**src/rtl/axi_rd_arbiter3.sv**
```systemverilog
// axi_rd_arbiter3: round-robin arbiter sharing one AXI read channel (AR/R)
// between three read masters (0 = icache, 1 = dcache, 2 = uncached).
// One burst is in flight at a time. It is tagged with arid = master index,
// and its returning beats are routed only to the owning master.
//
// Ports:
//   aclk, aresetn          clock, asynchronous active-low reset
//   m_ar*                  per-master request bundles (slice i = master i)
//   m_arready              per-master request accept (one-hot or zero)
//   m_rdata/m_rlast        read data / last, broadcast to all masters
//   m_rvalid/m_rready      per-master beat handshake (owner only)
//   ar*/r*                 outer AXI read address / data channel
//   err_rid                sticky: a beat returned with rid != arid
//   err_len                sticky: rlast on the wrong beat
module axi_rd_arbiter3 #(
  parameter int ADDR_W = 32,
  parameter int DATA_W = 32
) (
  input  logic                  aclk,
  input  logic                  aresetn,
  input  logic [3*ADDR_W-1:0]   m_araddr,
  input  logic [23:0]           m_arlen,
  input  logic [8:0]            m_arsize,
  input  logic [2:0]            m_arvalid,
  output logic [2:0]            m_arready,
  output logic [DATA_W-1:0]     m_rdata,
  output logic                  m_rlast,
  output logic [2:0]            m_rvalid,
  input  logic [2:0]            m_rready,
  output logic [3:0]            arid,
  output logic [ADDR_W-1:0]     araddr,
  output logic [7:0]            arlen,
  output logic [2:0]            arsize,
  output logic [1:0]            arburst,
  output logic [1:0]            arlock,
  output logic [3:0]            arcache,
  output logic [2:0]            arprot,
  output logic                  arvalid,
  input  logic                  arready,
  input  logic [3:0]            rid,
  input  logic [DATA_W-1:0]     rdata,
  input  logic                  rlast,
  input  logic                  rvalid,
  output logic                  rready,
  output logic                  err_rid,
  output logic                  err_len
);

  typedef enum logic [1:0] {IDLE, ADDR, DATA} state_t;

  state_t      state, state_nxt;
  logic [1:0]  rr_ptr;
  logic [1:0]  grant;
  logic [7:0]  beat_cnt;
  logic [1:0]  pick;
  logic        pick_vld;
  logic [2:0]  scan_idx;
  logic [2:0]  grant_oh;
  logic        take;
  logic        beat_hs;

  // Rotating priority scan: rr_ptr, rr_ptr+1, rr_ptr+2 (mod 3); first set wins.
  always_comb begin
    pick     = '0;
    pick_vld = 1'b0;
    scan_idx = '0;
    for (int unsigned k = 0; k < 3; k++) begin
      scan_idx = {1'b0, rr_ptr} + 3'(k);
      if (scan_idx >= 3'd3) scan_idx = scan_idx - 3'd3;
      for (int unsigned j = 0; j < 3; j++) begin
        if (!pick_vld && scan_idx == 3'(j) && m_arvalid[j]) begin
          pick     = 2'(j);
          pick_vld = 1'b1;
        end
      end
    end
  end

  // Gating with aresetn keeps m_arready low while reset is held even though
  // the request path is combinational.
  assign take = (state == IDLE) && pick_vld && aresetn;

  always_comb begin
    for (int unsigned i = 0; i < 3; i++) begin
      grant_oh[i]  = (grant == 2'(i));
      m_arready[i] = take && (pick == 2'(i));
      m_rvalid[i]  = (state == DATA) && grant_oh[i] && rvalid;
    end
  end

  assign rready  = (state == DATA) && |(m_rready & grant_oh);
  assign beat_hs = (state == DATA) && rvalid && rready;

  assign arvalid = (state == ADDR);
  assign arid    = {2'b00, grant};
  assign arburst = 2'b01;
  assign arlock  = '0;
  assign arcache = '0;
  assign arprot  = '0;
  assign m_rdata = rdata;
  assign m_rlast = rlast;

  always_comb begin
    state_nxt = state;
    case (state)
      IDLE:    if (take) state_nxt = ADDR;
      ADDR:    if (arready) state_nxt = DATA;
      DATA:    if (beat_hs && rlast) state_nxt = IDLE;
      default: state_nxt = IDLE;
    endcase
  end

  always_ff @(posedge aclk or negedge aresetn) begin
    if (!aresetn) begin
      state    <= IDLE;
      rr_ptr   <= '0;
      grant    <= '0;
      beat_cnt <= '0;
      araddr   <= '0;
      arlen    <= '0;
      arsize   <= '0;
      err_rid  <= 1'b0;
      err_len  <= 1'b0;
    end else begin
      state <= state_nxt;
      if (take) begin
        grant    <= pick;
        araddr   <= m_araddr[pick*ADDR_W +: ADDR_W];
        arlen    <= m_arlen[pick*8 +: 8];
        arsize   <= m_arsize[pick*3 +: 3];
        beat_cnt <= '0;
      end
      if (beat_hs) begin
        beat_cnt <= beat_cnt + 8'd1;
        if (rid != {2'b00, grant}) err_rid <= 1'b1;
        // rlast must coincide exactly with beat arlen; the count only
        // flags errors and never ends the burst.
        if (rlast != (beat_cnt == arlen)) err_len <= 1'b1;
        if (rlast) rr_ptr <= (grant == 2'd2) ? 2'd0 : grant + 2'd1;
      end
    end
  end

endmodule

```
**config.mk**
```make
export PLATFORM = sky130hd
export DESIGN_NAME = axi_rd_arbiter3
export DESIGN_NICKNAME = d
export VERILOG_FILES = /design/src/rtl/axi_rd_arbiter3.sv
export SDC_FILE = /design/constraint.sdc
export NUM_CORES = 1
export LEC_CHECK = 0
export BUFFER_PORTS_ARGS = -buffer_cell sky130_fd_sc_hd__buf_2
export CAP_MARGIN = 40
export CORE_AREA = 3 3 107 109
export DETAILED_ROUTE_END_ITERATION = 6
export DIE_AREA = 0 0 110 112
export PLACE_DENSITY = 0.69
export SKIP_LAST_GASP = 1
export SLEW_MARGIN = 20
export SYNTH_ARGS = -nofsm -noshare
export SYNTH_HDL_FRONTEND = slang
export SYNTH_SLANG_ARGS = --single-unit
```
**constraint.sdc**
```tcl
create_clock -name aclk -period 6.3 [get_ports aclk]
set_clock_uncertainty 0.2 [all_clocks]
set_input_delay 0.63 -clock aclk [delete_from_list [all_inputs] [get_ports aclk]]
set_output_delay 0.63 -clock aclk [all_outputs]
set_load 0.005 [all_outputs]
```
==> metrics.log <==
[metrics] total count of hold-check failures in the final report: 0
[metrics] HPWL Detailed: 8.24 mm
[metrics] final critical path time including I/O delays and setup: 3.40 ns
[metrics] global routing usage summed across all routing layers: 17.6%
[metrics] area share of the leading cell type in the synthesized netlist: 41.2%
[metrics] Peak VDD IR: 0.197 mV
[metrics] max incr delay on CP: 0.77 ns
[metrics] share of flip-flops with an asynchronous set or reset after synthesis: 100%
[metrics] CTS-repair resized insts: 0
[metrics] RSZ-0062 raised after global routing: no
[metrics] DIE HEIGHT: 112 um
[metrics] clock root buffer: sky130_fd_sc_hd__clkbuf_8
[metrics] CP dominant cell by count: sky130_fd_sc_hd__buf_2
[metrics] Achievable Freq: 294 MHz
[metrics] Cell variety after synth: 37
[metrics] FILL cells: 1096
[metrics] commonest cells after routing, fill and taps aside: sky130_fd_sc_hd__buf_2, sky130_fd_sc_hd__dfrtp_1, sky130_fd_sc_hd__nand2_1, sky130_fd_sc_hd__o21ai_1, sky130_fd_sc_hd__o21ai_0
[metrics] setup violators final: 0
[metrics] combined flip-flop and latch cell area: 1480 um^2
[metrics] final wirelength: 11.0 mm
[metrics] classification of the worst-slack hold path: primary input to asynchronous set/reset pin
[metrics] startpoint class of the critical path: primary input
[metrics] number of post-CTS setup repair buffers: 0
[metrics] EDFF count, synth: 0
[metrics] Placement Setup Slack: between 2 and 3 ns
[metrics] cells along the critical path: buf_2 -> buf_4 -> buf_12 -> nand2b_1 -> or4_4 -> nor2_1 -> buf_2
[metrics] row count: 38
[metrics] maximum fanout along the worst path: 48
[metrics] arrival time reported for the critical path endpoint: 2.57 ns
[metrics] share of synthesized area occupied by flip-flops and latches: between 40% and 50%
[metrics] number of flip-flops and latches in the synthesized netlist: 59
[metrics] I/O pin count: between 200 and 300
[metrics] worst skew pair latency: 0.32 ns
[metrics] count of yosys warnings during synthesis: 0
[metrics] number of antenna-violating nets in the routed design: 0
[metrics] synthesized netlist cell count: slightly below 400
[metrics] Static Leak: 2.47 nW
[metrics] drt pass-1 iters: 5
[metrics] data required time at the worst endpoint: 5.47 ns
[metrics] summed instance area of the synthesized netlist: between 3000 and 4000 um^2
[metrics] slew at the pin closest to its max-slew limit: 0.765 ns
[metrics] number of buffers inserted for hold repair after clock tree synthesis: 0
[metrics] number of buffers and inverters on the critical path: 4
[metrics] Routability Congestion: 0.824
[metrics] Synth area leaders: sky130_fd_sc_hd__dfrtp_1, sky130_fd_sc_hd__buf_4, sky130_fd_sc_hd__mux2i_1
[metrics] M2 GR Usage: between 20% and 30%
[metrics] maximum clock insertion buffer count: 2
[metrics] antenna violations before repair: 0
[metrics] run status: finished, final reports clean
[metrics] met3 demand-to-capacity share in global routing: 5.22%
[metrics] via count of the first global-routing pass: 3389
[metrics] Critical Setup Path Class: primary input to primary output
[metrics] reported max-cap violation count: 0
[metrics] overall power of the completed layout: 1.95 mW
[metrics] post-synthesis to final-layout area growth: 29.1%
[metrics] global-route wire length before repair: about 17 mm
[metrics] number of buffers created by CTS: 9
[metrics] GR Util met1: roughly 22%
[metrics] initial core utilization: between 30% and 40%
[metrics] share of post-route cells with drive strength above 1: 41.2%
[metrics] per-cell via count in the routed design: between 4 and 5
[metrics] clk slew on worst S/H paths: 0.07 ns
[metrics] die area: 12300 um^2
[metrics] TritonCTS clock tree: yes
[metrics] CP Capture Type: primary output
[metrics] stages on the worst setup path: 7
[metrics] vias post-DR: 3465
[metrics] leading cell type in the layout, fill and taps excluded: sky130_fd_sc_hd__buf_2
[metrics] number of remaining DRC errors: 0
[metrics] GRT Max-Usage Layer: met2
[metrics] Core Box Area: approximately 11000 um^2
[metrics] biggest area consumer among synthesized cells: sky130_fd_sc_hd__dfrtp_1
[metrics] fin util: ~43%
[metrics] syn_area_per_cell: ~9 um^2
[metrics] cell with the biggest individual delay on the critical path: sky130_fd_sc_hd__or4_4
[metrics] share of the cycle needed by the critical path after routing: 54.0%
[metrics] CTS sink cnt: 59
[metrics] drt first-iter violations: 202
[metrics] wire per inst: between 15 and 20 um
[metrics] die width: around 110 um
[metrics] Net count, final: 733
[metrics] power per cell area: 422 nW/um^2
[metrics] final global-route overflow total: 0
[metrics] cell type group with the largest total delay on the critical path: simple AND/OR/NAND/NOR gates
[metrics] worst-case reg-to-reg path depth: 8
[metrics] commonest register cell after synthesis: sky130_fd_sc_hd__dfrtp_1
[metrics] max_slew headroom: 48.9%
[metrics] count of buffers inserted at the top-level ports: 199
[metrics] Multi-input gate area: ~1700 um^2
[metrics] setup slack of the critical path after layout: 2.90 ns
[metrics] Setup TNS Final: 0 ns
[metrics] Min Hold Slack: 0.109 ns
[metrics] Final Max Tran Viols: 0
[metrics] diode count: 0
[metrics] htree depth: 3
[metrics] largest net degree at the start of global routing: 61
## cells by family (layout without fill, tap and decap cells)
| family | count (synthesis) | count (layout) | share of synthesized area, % |
|---|---|---|---|
| buffers and inverters | 76 | 227 | 13.9 |
| muxes | 24 | 24 | 6.84 |
| other | 2 | 13 | 0.210 |
| DFF | 59 | 59 | 41.2 |
| xor gates and xnor gates | 13 | 13 | 3.18 |
| AOI/OAI and AO/OA | 114 | 114 | 19.7 |
| and+or+nand+nor | 105 | 105 | 14.0 |
| adders and majority gates | 3 | 3 | 1.05 |
## power by group
part / internal (mW) / total [mW] / switching, mW
registers: 0.545 / 0.675 / 0.130
clock network: 0.194 / 0.339 / 0.145
logic: 0.413 / 0.940 / 0.527
total: 1.15 / 1.95 / 0.801
## synthesized netlist by cell type, types with 4 or more instances
library cell,n
sky130_fd_sc_hd__inv_1,4
sky130_fd_sc_hd__o22ai_1,23
sky130_fd_sc_hd__nand3_1,21
sky130_fd_sc_hd__buf_2,11
sky130_fd_sc_hd__nor2_1,7
sky130_fd_sc_hd__dfrtp_1,59
sky130_fd_sc_hd__o21ai_0,25
sky130_fd_sc_hd__o21ai_1,26
sky130_fd_sc_hd__nand2_1,48
sky130_fd_sc_hd__nor2b_1,4
sky130_fd_sc_hd__nand2b_1,5
sky130_fd_sc_hd__clkbuf_1,9
sky130_fd_sc_hd__and3_1,5
sky130_fd_sc_hd__xor2_1,11
sky130_fd_sc_hd__o211ai_1,21
sky130_fd_sc_hd__a22o_1,7
sky130_fd_sc_hd__buf_4,48
sky130_fd_sc_hd__nor4_1,4
sky130_fd_sc_hd__mux2i_1,23
## routing by layer
layer / vias to the layer above / part of all wire, %
li1: 1668 / -
met1: 1594 / 40
met2: 192 / 49
met3: 11 / 9.0
met4: 0 / 1.3
met5: - / 0
## layout make-up
class / instances / share of cell area (%)
multi-input cells: 272 / 36.2
flip-flops and latches: 59 / 31.9
repair buffers: 208 / 23.5
clock buffers: 14 / 4.16
well taps: 140 / 3.78
inverters: 4 / 0.324
clock inverters: 1 / 0.108
## worst paths after layout
check / start / slack (ns) / endpoint
setup / recovery: aresetn / 2.90 / m_arready[1]
hold / removal: aresetn / 0.11 / beat_cnt[3]$_DFFE_PN0P_
setup reg to reg: rr_ptr[0]$_DFFE_PN0P_ / 3.38 / araddr[12]$_DFFE_PN0P_
hold reg to reg: err_len$_DFFE_PN0P_ / 0.26 / err_len$_DFFE_PN0P_
max in group asynchronous: aresetn / 5.29 / araddr[27]$_DFFE_PN0P_
min in group aclk: err_len$_DFFE_PN0P_ / 0.26 / err_len$_DFFE_PN0P_
## sequential cells by signal (all words and copies together) (netlist names)
register,count
araddr,32
arlen,8
beat_cnt,8
arsize,3
grant,2
rr_ptr,2
state,2
err_len,1
err_rid,1
## stage by stage
step | std cells | cell area, um^2
final | 698 | 4630
after global placement | 680 | 4380
after detailed placement | 681 | 4400
after CTS | 696 | 4590
after global routing | 698 | 4630
after floorplan | 407 | 3630
## worst reg2reg max path: cells and delay by family (launching register included)
kind,cells,cell delay (ns)
buffers and inverters,2,0.38
AOI/OAI and AO/OA,3,0.92
and+or+nand+nor,2,0.61
adders and majority gates,1,0.33
DFF,1,0.38
(Power assumes the default switching activity.)
